==> src/rtl/cordic_pkg.sv <==
// cordic_pkg: shared CORDIC widths, mode encoding and request-arbiter defaults
package cordic_pkg;
  localparam int XY_W = 16;
  localparam int ANGLE_W = 32;
  localparam int CORDIC_NUM_REQ = 4;
  localparam int CORDIC_TAG_DEPTH = 32;
  typedef enum logic {CORDIC_ROTATE = 1'b0, CORDIC_VECTOR = 1'b1} cordic_mode_e;
endpackage

==> src/rtl/cordic_tag_fifo.sv <==
// cordic_tag_fifo: requester-ID FIFO recording the issue order of in-flight CORDIC operations
module cordic_tag_fifo #(
  parameter int DEPTH = 32,
  parameter int TAG_W = 2,
  localparam int AW = $clog2(DEPTH)
) (
  input  logic             clk,
  input  logic             rst_n,
  input  logic             push,
  input  logic             pop,
  input  logic [TAG_W-1:0] tag,
  output logic [TAG_W-1:0] head,
  output logic             full,
  output logic             empty,
  output logic [AW:0]      count
);
  logic [TAG_W-1:0] mem [DEPTH];
  logic [AW-1:0] wr_ptr, rd_ptr;
  logic do_push, do_pop;
  assign do_push = push && !full;
  assign do_pop = pop && !empty;
  assign full = count == (AW+1)'(DEPTH);
  assign empty = count == '0;
  assign head = mem[rd_ptr];
  always_ff @(posedge clk or negedge rst_n) begin
    if (!rst_n) begin
      wr_ptr <= '0;
      rd_ptr <= '0;
      count <= '0;
    end else begin
      if (do_push) wr_ptr <= wr_ptr + 1'b1;
      if (do_pop) rd_ptr <= rd_ptr + 1'b1;
      count <= count + (AW+1)'(do_push) - (AW+1)'(do_pop);
    end
  end
  always_ff @(posedge clk) begin
    if (do_push) mem[wr_ptr] <= tag;
  end
endmodule

==> src/rtl/cordic_req_arbiter.sv <==
// cordic_req_arbiter: round-robin sharing of one in-order CORDIC core among NUM_REQ requesters
module cordic_req_arbiter
  import cordic_pkg::*;
#(
  parameter int NUM_REQ = CORDIC_NUM_REQ,
  parameter int TAG_DEPTH = CORDIC_TAG_DEPTH,
  parameter int XY_W = cordic_pkg::XY_W,
  parameter int ANGLE_W = cordic_pkg::ANGLE_W,
  localparam int IW = $clog2(NUM_REQ),
  localparam int CW = $clog2(TAG_DEPTH) + 1
) (
  input  logic                     clk,
  input  logic                     rst_n,
  input  logic [NUM_REQ-1:0]       req_valid,
  output logic [NUM_REQ-1:0]       req_ready,
  input  logic [NUM_REQ-1:0]       req_mode,
  input  logic [NUM_REQ*XY_W-1:0]  req_x,
  input  logic [NUM_REQ*XY_W-1:0]  req_y,
  input  logic [NUM_REQ*ANGLE_W-1:0] req_z,
  output logic                     core_in_valid,
  input  logic                     core_in_ready,
  output logic                     core_mode,
  output logic [XY_W-1:0]          core_x,
  output logic [XY_W-1:0]          core_y,
  output logic [ANGLE_W-1:0]       core_z,
  input  logic                     core_out_valid,
  output logic                     core_out_ready,
  input  logic [XY_W-1:0]          core_rx,
  input  logic [XY_W-1:0]          core_ry,
  input  logic [ANGLE_W-1:0]       core_rz,
  output logic [NUM_REQ-1:0]       rsp_valid,
  input  logic [NUM_REQ-1:0]       rsp_ready,
  output logic [XY_W-1:0]          rsp_x,
  output logic [XY_W-1:0]          rsp_y,
  output logic [ANGLE_W-1:0]       rsp_z,
  output logic [CW-1:0]            outstanding,
  output logic                     err_orphan
);
  logic [IW-1:0] rr_ptr, gnt_idx, head;
  logic fifo_full, fifo_empty, issue, ret;
  cordic_mode_e gnt_mode;
  // Lowest offset from rr_ptr wins; iterating downward lets the nearest valid overwrite farther ones.
  always_comb begin
    gnt_idx = rr_ptr;
    for (int k = NUM_REQ - 1; k >= 0; k--)
      if (req_valid[IW'((int'(rr_ptr) + k) % NUM_REQ)]) gnt_idx = IW'((int'(rr_ptr) + k) % NUM_REQ);
  end
  assign core_in_valid = |req_valid && !fifo_full;
  assign issue = core_in_valid && core_in_ready;
  assign req_ready = issue ? NUM_REQ'(1) << gnt_idx : '0;
  assign gnt_mode = cordic_mode_e'(req_mode[gnt_idx]);
  assign core_mode = gnt_mode;
  assign core_x = req_x[int'(gnt_idx)*XY_W +: XY_W];
  assign core_y = req_y[int'(gnt_idx)*XY_W +: XY_W];
  assign core_z = req_z[int'(gnt_idx)*ANGLE_W +: ANGLE_W];
  // With no tag the result is an orphan: swallow it so the core never stalls on it.
  assign core_out_ready = fifo_empty ? core_out_valid : rsp_ready[head];
  assign rsp_valid = (core_out_valid && !fifo_empty) ? NUM_REQ'(1) << head : '0;
  assign ret = core_out_valid && core_out_ready && !fifo_empty;
  assign rsp_x = core_rx;
  assign rsp_y = core_ry;
  assign rsp_z = core_rz;
  always_ff @(posedge clk or negedge rst_n) begin
    if (!rst_n) begin
      rr_ptr <= '0;
      err_orphan <= 1'b0;
    end else begin
      if (issue) rr_ptr <= (gnt_idx == IW'(NUM_REQ - 1)) ? '0 : gnt_idx + 1'b1;
      if (core_out_valid && fifo_empty) err_orphan <= 1'b1;
    end
  end
  cordic_tag_fifo #(.DEPTH(TAG_DEPTH), .TAG_W(IW)) u_tags (
    .clk(clk),
    .rst_n(rst_n),
    .push(issue),
    .pop(ret),
    .tag(gnt_idx),
    .head(head),
    .full(fifo_full),
    .empty(fifo_empty),
    .count(outstanding)
  );
endmodule

==> config.mk <==
export PLATFORM = sky130hd
export DESIGN_NAME = cordic_req_arbiter
export DESIGN_NICKNAME = d
export VERILOG_FILES = /design/src/rtl/cordic_pkg.sv /design/src/rtl/cordic_tag_fifo.sv /design/src/rtl/cordic_req_arbiter.sv
export SDC_FILE = /design/constraint.sdc
export NUM_CORES = 1
export LEC_CHECK = 0
export CAP_MARGIN = 10
export CELL_PAD_IN_SITES_DETAIL_PLACEMENT = 1
export CELL_PAD_IN_SITES_GLOBAL_PLACEMENT = 1
export CORE_AREA = 2 2 188 190
export CTS_BUF_LIST = sky130_fd_sc_hd__clkbuf_2 sky130_fd_sc_hd__clkbuf_4 sky130_fd_sc_hd__clkbuf_8
export DETAILED_ROUTE_END_ITERATION = 8
export DIE_AREA = 0 0 190 192
export PLACE_DENSITY = 0.72
export SYNTH_ARGS = -nofsm -noshare
export SYNTH_HDL_FRONTEND = slang
export SYNTH_SLANG_ARGS = --single-unit
==> constraint.sdc <==
create_clock -name clk -period 4.8 [get_ports clk]
set_input_delay 0.48 -clock clk [delete_from_list [all_inputs] [get_ports clk]]
set_output_delay 0.48 -clock clk [all_outputs]
set_load 0.05 [all_outputs]
==> summary.txt, run 1 <==
Route
  – Vias: 6782
  – Total wire length: 28500 um
  – Drt first-iter violations: 217
  – Drt drc: 0
  – DR vias/cell: 4.41
  – Routed Antenna Nets: 0
  – Pre-antenna DRT Iters: 4
  – Routed wire length per instance: 18.5 um

Clock tree
  – Clock Latency Late Sink: 0.36 ns
  – Root Buffer: clkbuf_8
  – Clock-pin slew on the worst setup and hold paths: 0.08 ns
  – # Post-CTS Setup Buffers: 0
  – Total CTS buffers: 9
  – Deepest clock path buffer count: 2
  – Clock sink total: 83
  – Post-CTS Resized: 0
  – H-tree levels: 3
  – Cts hold-fix bufs: 0
  – Clock tree from TritonCTS: built

Die
  – CORE AREA: 0.0343 sq mm
  – Site Rows: 68
  – DIE AREA: 0.0365 sq mm
  – Die width: 190 um
  – Die extent in y: 192 um
  – IO Count: 482
  – Initial Util: 18.8%

Finish
  – Nets@finish: 1429
  – Final instance area: 0.0105 sq mm
  – Share of post-route cells with drive strength above 1: 10.8%
  – Commonest cells after routing, fill and taps aside: clkdlybuf4s50_1 (288), nand2_1 (275), and3_1 (73), a31oi_1 (65), edfxtp_1 (64)
  – Commonest non-fill, non-tap cell in the layout: clkdlybuf4s50_1
  – Area Growth Syn to Fin: 62.9%

Logic synthesis
  – Post-synthesis xor/xnor area fraction: 1.49%
  – Post-synthesis compound-gate area fraction: 10.7%
  – FFs w/ async S/R, synth: 22.9%
  – Avg Synthesized Cell Area: 7.94 sq um
  – Main combinational cell family by area after synthesis: simple AND/OR/NAND/NOR gates
  – Proportion of synthesized area in mux cells: 5.60%
  – Post-Synth Simple-Gate Area: 29.4%
  – Yosys cell types: 52
  – Synth Area in Adders: 3.80%
  – Number of flops mapped to enable cells by yosys: 64
  – Sequential element share of the synthesized area: 37.1%
  – Synth Warn #: 0
  – Post-Synthesis Cell Area: 0.00645 sq mm
  – Synthesized flop and latch total: 83
  – Syn Inst Count: 813
  – Synth Flop Type: edfxtp_1
  – Syn Nets: 1168

Setup path
  – Required time of the worst setup path: 4.32 ns
  – Worst R2R Setup Slack: 0.68 ns
  – Critical Path Max Stage Delay: 0.82 ns
  – Critical Path Sink Type: primary output
  – Slowest CP cell: clkdlybuf4s50_1
  – Crit Path Max Fanout: 12
  – CP Class: flop to primary output
  – Critical Path AT: 3.69 ns
  – Reg2reg end: u_tags.count[4]$_DFF_PN0_
  – Launch point of the worst reg-to-reg path: u_tags.rd_ptr[1]$_DFFE_PN0P_
  – Worst setup SP type: flop
  – Reg2Reg Depth: 17
  – CP cell instances: mux4_2 > and3_1 > or4_1 > a21boi_0 > o22ai_1 > nor2b_1 > o21ai_0 > clkdlybuf4s50_1

STA
  – Least-Margin Pin Slew: 0.979 ns
  – Final period util: 86.8%
  – Worst hold slack: 0.478 ns
  – Setup TNS: 0 ns
  – Final Hold Viols: 0
  – Setup Skew: 0.0100 ns
  – Final number of setup-violating endpoints: 0
  – Final Critical Period: 4.17 ns
  – Max Clk Rate: 240 MHz
  – Worst rel slew slack: 34.6%
  – Slew Viols, Final: 0
  – RSZ-0062 raised after global routing: false

Placed design
  – DPL Wire Length: 23300 um
  – Placed cell areas: 0.0103 sq mm
  – GP Congestion: 0.844
  – PortBufs: 353

Worst hold path
  – Hold Path Depth: 1
  – Hold Path End: err_orphan$_DFFE_PN0P_
  – Hold WC Path Type: flop to flop
  – HP Start: err_orphan$_DFFE_PN0P_

Global route
  – Via count of the first global-routing pass: 7458
  – Total global-route track usage: 15.3%
  – Gr ovfl total: 0
  – First-pass GRT wire length: 42800 um
  – Antenna violations before repair: 3
  – Largest net degree at the start of global routing: 86

Power and ir drop
  – Maximum VDD drop: 425 uV
  – Total power per unit cell area: 645 mW/mm^2
  – Leakage: 4.27 nW

Outcome
  – Run status: finished clean

Flow run
  – Maxcap violations: 0
-- where the power goes --
part,internal (mW),leakage (nW),switching [mW],total [mW]
registers,0.960,0.802,0.155,1.12
clock network,0.344,0.121,0.248,0.593
logic,1.93,3.34,3.15,5.07
-- layer usage --
layer	global-route usage (%)	part of all wire (%)	vias up
met5	0	0	-
met4	4.62	2.1	0
met3	7.71	11	23
met2	26.9	50	284
met1	16.1	37	3228
li1	-	-	3247
-- metrics by stage --
stage          utilization [%]  setup WS [ns]  std cells  power, mW
6_report                  30.7          0.633       1537       6.78
3_5_place_dp              29.9          0.691       1518       6.26
5_1_grt                   30.7          0.376       1537       7.24
3_3_place_gp              29.9          0.794       1518       6.19
2_1_floorplan                -          0.992        813       4.35
4_1_cts                   30.6          0.625       1534       6.87
-- layout make-up --
| cell class | instances | area (sq um) |
|---|---|---|
| fill | 4008 | 23800 |
| timing repair buffer | 370 | 3910 |
| multi-input combinational | 593 | 3320 |
| sequential | 83 | 2400 |
| tap | 455 | 569 |
| clock buffer | 9 | 124 |
| clock inverter | 7 | 116 |
| inverter | 17 | 67.6 |
| antenna | 3 | 7.51 |
-- state kept, by name (all words and copies together) (netlist names) --
name	cells
rr_ptr	2
u_tags.count	6
u_tags.mem	64
u_tags.rd_ptr	5
err_orphan	1
u_tags.wr_ptr	5
-- kinds of logic after synthesis --
group | count (synthesis)
buffers and inverters | 137
XOR/XNOR | 11
multiplexers | 28
flip-flops | 83
adder cells (fa/ha/maj) | 19
AND/OR/NAND/NOR | 431
AO/OA/AOI/OAI | 104
-- Yosys cell counts, types with 2 or more instances --
cell	n	share of area (%)
nand3_1	12	0.93
a31oi_1	65	6.3
inv_1	16	0.93
a22oi_1	5	0.58
and2_1	2	0.19
xor2_1	2	0.27
ha_1	18	3.5
or3b_2	2	0.27
buf_1	3	0.17
a211oi_1	2	0.23
nor2_1	42	2.4
o221a_2	2	0.35
clkbuf_1	49	2.8
nor2b_1	6	0.58
nand2_1	275	16
nand2b_1	6	0.58
xnor2_1	9	1.2
nor3_1	2	0.16
mux4_2	6	2.1
nand3b_1	3	0.35
dfrtp_1	19	7.4
and3_1	73	7.1
buf_2	3	0.23
mux2i_1	20	3.1
o21ai_0	8	0.62
a21oi_1	10	0.78
edfxtp_1	64	30
o22ai_1	2	0.19
buf_4	64	7.4
-- worst max path at each step --
stage                                            start                   endpoint  cells past startpoint
after global placement    u_tags.rd_ptr[0]$_DFFE_PN0P_  u_tags.count[4]$_DFF_PN0_                     17
final                     u_tags.rd_ptr[1]$_DFFE_PN0P_             core_out_ready                      8
after floorplan           u_tags.rd_ptr[0]$_DFFE_PN0P_  u_tags.count[4]$_DFF_PN0_                     19
after CTS                 u_tags.rd_ptr[0]$_DFFE_PN0P_             core_out_ready                      8
after detailed placement  u_tags.rd_ptr[0]$_DFFE_PN0P_  u_tags.count[5]$_DFF_PN0_                     15
after global routing      u_tags.rd_ptr[1]$_DFFE_PN0P_  u_tags.count[5]$_DFF_PN0_                     15
-- critical path: cells and delay by family (launching register included) --
family,cells,cell delay (ns)
and+or+nand+nor,3,0.93
buffers and inverters,1,0.82
DFF,1,0.64
AOI/OAI and AO/OA,3,0.58
muxes,1,0.38
(Power assumes the default switching activity.)
==> run 2, diff against run 1 <==
--- a/config.mk
+++ b/config.mk
@@ -12,7 +12,9 @@
 export CTS_BUF_LIST = sky130_fd_sc_hd__clkbuf_2 sky130_fd_sc_hd__clkbuf_4 sky130_fd_sc_hd__clkbuf_8
 export DETAILED_ROUTE_END_ITERATION = 8
 export DIE_AREA = 0 0 190 192
+export HOLD_SLACK_MARGIN = 0.12
 export PLACE_DENSITY = 0.72
+export RECOVER_POWER = 25
 export SYNTH_ARGS = -nofsm -noshare
 export SYNTH_HDL_FRONTEND = slang
 export SYNTH_SLANG_ARGS = --single-unit
==> summary.txt, run 2 (synthesized netlist as in run 1, its figures left out) <==
Power and ir drop
  – Clock network power share: 8.7% (about the same)
  – Maximum VDD drop: 425 uV (unchanged)
  – Leakage: 4.27 nW (about the same)
  – Net Switching: 3.55 mW (about the same)
  – Combinational power share: 74.8% (about the same)
  – Sequential power share: 16.5% (about the same)
  – Total power per unit cell area: 645 mW/mm^2 (about the same)
  – Internal power: 3.23 mW (about the same)
  – Sw Share: 52.3% (about the same)
  – Pwr Total: 6.78 mW (about the same)

Die
  – DIE AREA: 0.0365 sq mm (unchanged)
  – Site Rows: 68 (unchanged)
  – Die extent in y: 192 um (unchanged)
  – CORE AREA: 0.0343 sq mm (unchanged)
  – Initial Util: 18.8% (unchanged)
  – Die width: 190 um (unchanged)
  – IO Count: 482 (unchanged)

Route
  – Pre-antenna DRT Iters: 4 (unchanged)
  – DR vias/cell: 4.41 (about the same)
  – Vias: 6781 (was 6782)
  – Total wire length: 28400 um (was 28500 um)
  – Routed Antenna Nets: 0 (unchanged)
  – Routed wire length per instance: 18.5 um (about the same)
  – Drt first-iter violations: 217 (unchanged)
  – Drt drc: 0 (unchanged)

STA
  – Least-Margin Pin Slew: 0.988 ns (was 0.979 ns)
  – RSZ-0062 raised after global routing: false (unchanged)
  – Worst hold slack: 0.478 ns (unchanged)
  – Final period util: 86.8% (unchanged)
  – Final number of setup-violating endpoints: 0 (unchanged)
  – Worst rel slew slack: 33.9% (was 34.6%)
  – Max Clk Rate: 240 MHz (unchanged)
  – Setup Skew: 0.0100 ns (unchanged)
  – Final Hold Viols: 0 (unchanged)
  – Setup TNS: 0 ns (unchanged)
  – Final Critical Period: 4.17 ns (unchanged)
  – Slew Viols, Final: 0 (unchanged)

Finish
  – Final instance area: 0.0105 sq mm (unchanged)
  – Nets@finish: 1429 (unchanged)
  – Share of post-route cells with drive strength above 1: 10.8% (unchanged)
  – Max reg flops: 64 (unchanged)
  – FILL cells: 4008 (unchanged)
  – Regs by FF count: u_tags.mem x64, u_tags.count x6 (unchanged)
  – Area Growth Syn to Fin: 62.9% (unchanged)
  – Top reg by flops: u_tags.mem (unchanged)
  – Final core occ: 30.7% (unchanged)
  – Commonest non-fill, non-tap cell in the layout: clkdlybuf4s50_1 (unchanged)
  – Commonest cells after routing, fill and taps aside: clkdlybuf4s50_1 (287), nand2_1 (275), and3_1 (73), a31oi_1 (65), edfxtp_1 (64) (was clkdlybuf4s50_1 (288), nand2_1 (275), and3_1 (73), a31oi_1 (65), edfxtp_1 (64))

Clock tree
  – # Post-CTS Setup Buffers: 0 (unchanged)
  – Post-CTS Resized: 0 (unchanged)
  – Clock-pin slew on the worst setup and hold paths: 0.08 ns (about the same)
  – Deepest clock path buffer count: 2 (unchanged)
  – Clock Latency Late Sink: 0.36 ns (about the same)
  – H-tree levels: 3 (unchanged)
  – Root Buffer: clkbuf_8 (unchanged)
  – Clock tree from TritonCTS: built (unchanged)
  – Cts hold-fix bufs: 0 (unchanged)
  – Total CTS buffers: 9 (unchanged)
  – Clock sink total: 83 (unchanged)

Worst hold path
  – Hold WC Path Type: flop to flop (unchanged)

Setup path
  – Critical Path Sink Type: primary output (unchanged)
  – CP Class: flop to primary output (unchanged)
  – Worst setup SP type: flop (unchanged)
  – Crit Path Max Fanout: 12 (unchanged)
  – Critical Path AT: 3.69 ns (about the same)
  – Required time of the worst setup path: 4.32 ns (about the same)

Flow run
  – Maxcap violations: 0 (unchanged)

Global route
  – Total global-route track usage: 15.3% (unchanged)
  – Via count of the first global-routing pass: 7458 (unchanged)
  – First-pass GRT wire length: 42800 um (unchanged)
  – Gr ovfl total: 0 (unchanged)
  – Largest net degree at the start of global routing: 86 (unchanged)
  – Antenna violations before repair: 3 (unchanged)

Placed design
  – Placed cell areas: 0.0103 sq mm (unchanged)
  – PortBufs: 353 (unchanged)
  – GP Congestion: 0.844 (unchanged)
  – DPL Wire Length: 23300 um (unchanged)

Outcome
  – Run status: finished clean (unchanged)
[run 2: stage by stage]
stage,instances,worst slack [ns]
finish,1537,0.633
global placement,1518,0.794
global route,1537,0.376
CTS,1534,0.625
detailed placement,1518,0.691
floorplan,813,0.992
[run 2: layout make-up]
class	count	area, sq um	area share (%)
timing repair buffer	370	3910	37.2
multi-input combinational	593	3320	31.6
sequential	83	2400	22.8
tap	455	569	5.41
clock buffer	9	124	1.18
clock inverter	7	116	1.11
inverter	17	67.6	0.642
antenna	3	7.51	0.0714
[run 2: path summary, 6_finish.rpt]
check | endpoint | cells past startpoint | slack (ns) | from
max | core_out_ready | 8 | 0.63 | u_tags.rd_ptr[1]$_DFFE_PN0P_
min in group asynchronous | u_tags.wr_ptr[3]$_DFFE_PN0P_ | 1 | 0.73 | rst_n
max in group asynchronous | u_tags.rd_ptr[2]$_DFFE_PN0P_ | 1 | 3.47 | rst_n
max reg2reg | u_tags.count[4]$_DFF_PN0_ | 17 | 0.68 | u_tags.rd_ptr[1]$_DFFE_PN0P_
min | err_orphan$_DFFE_PN0P_ | 1 | 0.48 | err_orphan$_DFFE_PN0P_
min reg2reg | err_orphan$_DFFE_PN0P_ | 1 | 0.48 | err_orphan$_DFFE_PN0P_
[run 2: worst max-delay path: stages (launching register included)]
cell	delay, ns
dfrtp_1	0.64
mux4_2	0.38
and3_1	0.19
or4_1	0.60
a21boi_0	0.33
o22ai_1	0.11
nor2b_1	0.14
o21ai_0	0.14
clkdlybuf4s50_1	0.82
[run 2: layer usage]
metal  up-vias  GRT usage, %  wire length (um)
li1       3247             -                 -
met2       288          26.9             14200
met4         0          4.62               606
met3        23          7.71              3130
met5         -             0                 0
met1      3223          16.1             10500
[run 2: power by group through the flow]
stage	Clock, mW	Sequential, mW	Combinational, mW
final	0.593	1.12	5.07
after global routing	0.638	1.13	5.46
after CTS	0.606	1.11	5.15
after detailed placement	0	1.13	5.13
after global placement	0	1.12	5.07
after floorplan	0	1.14	3.21
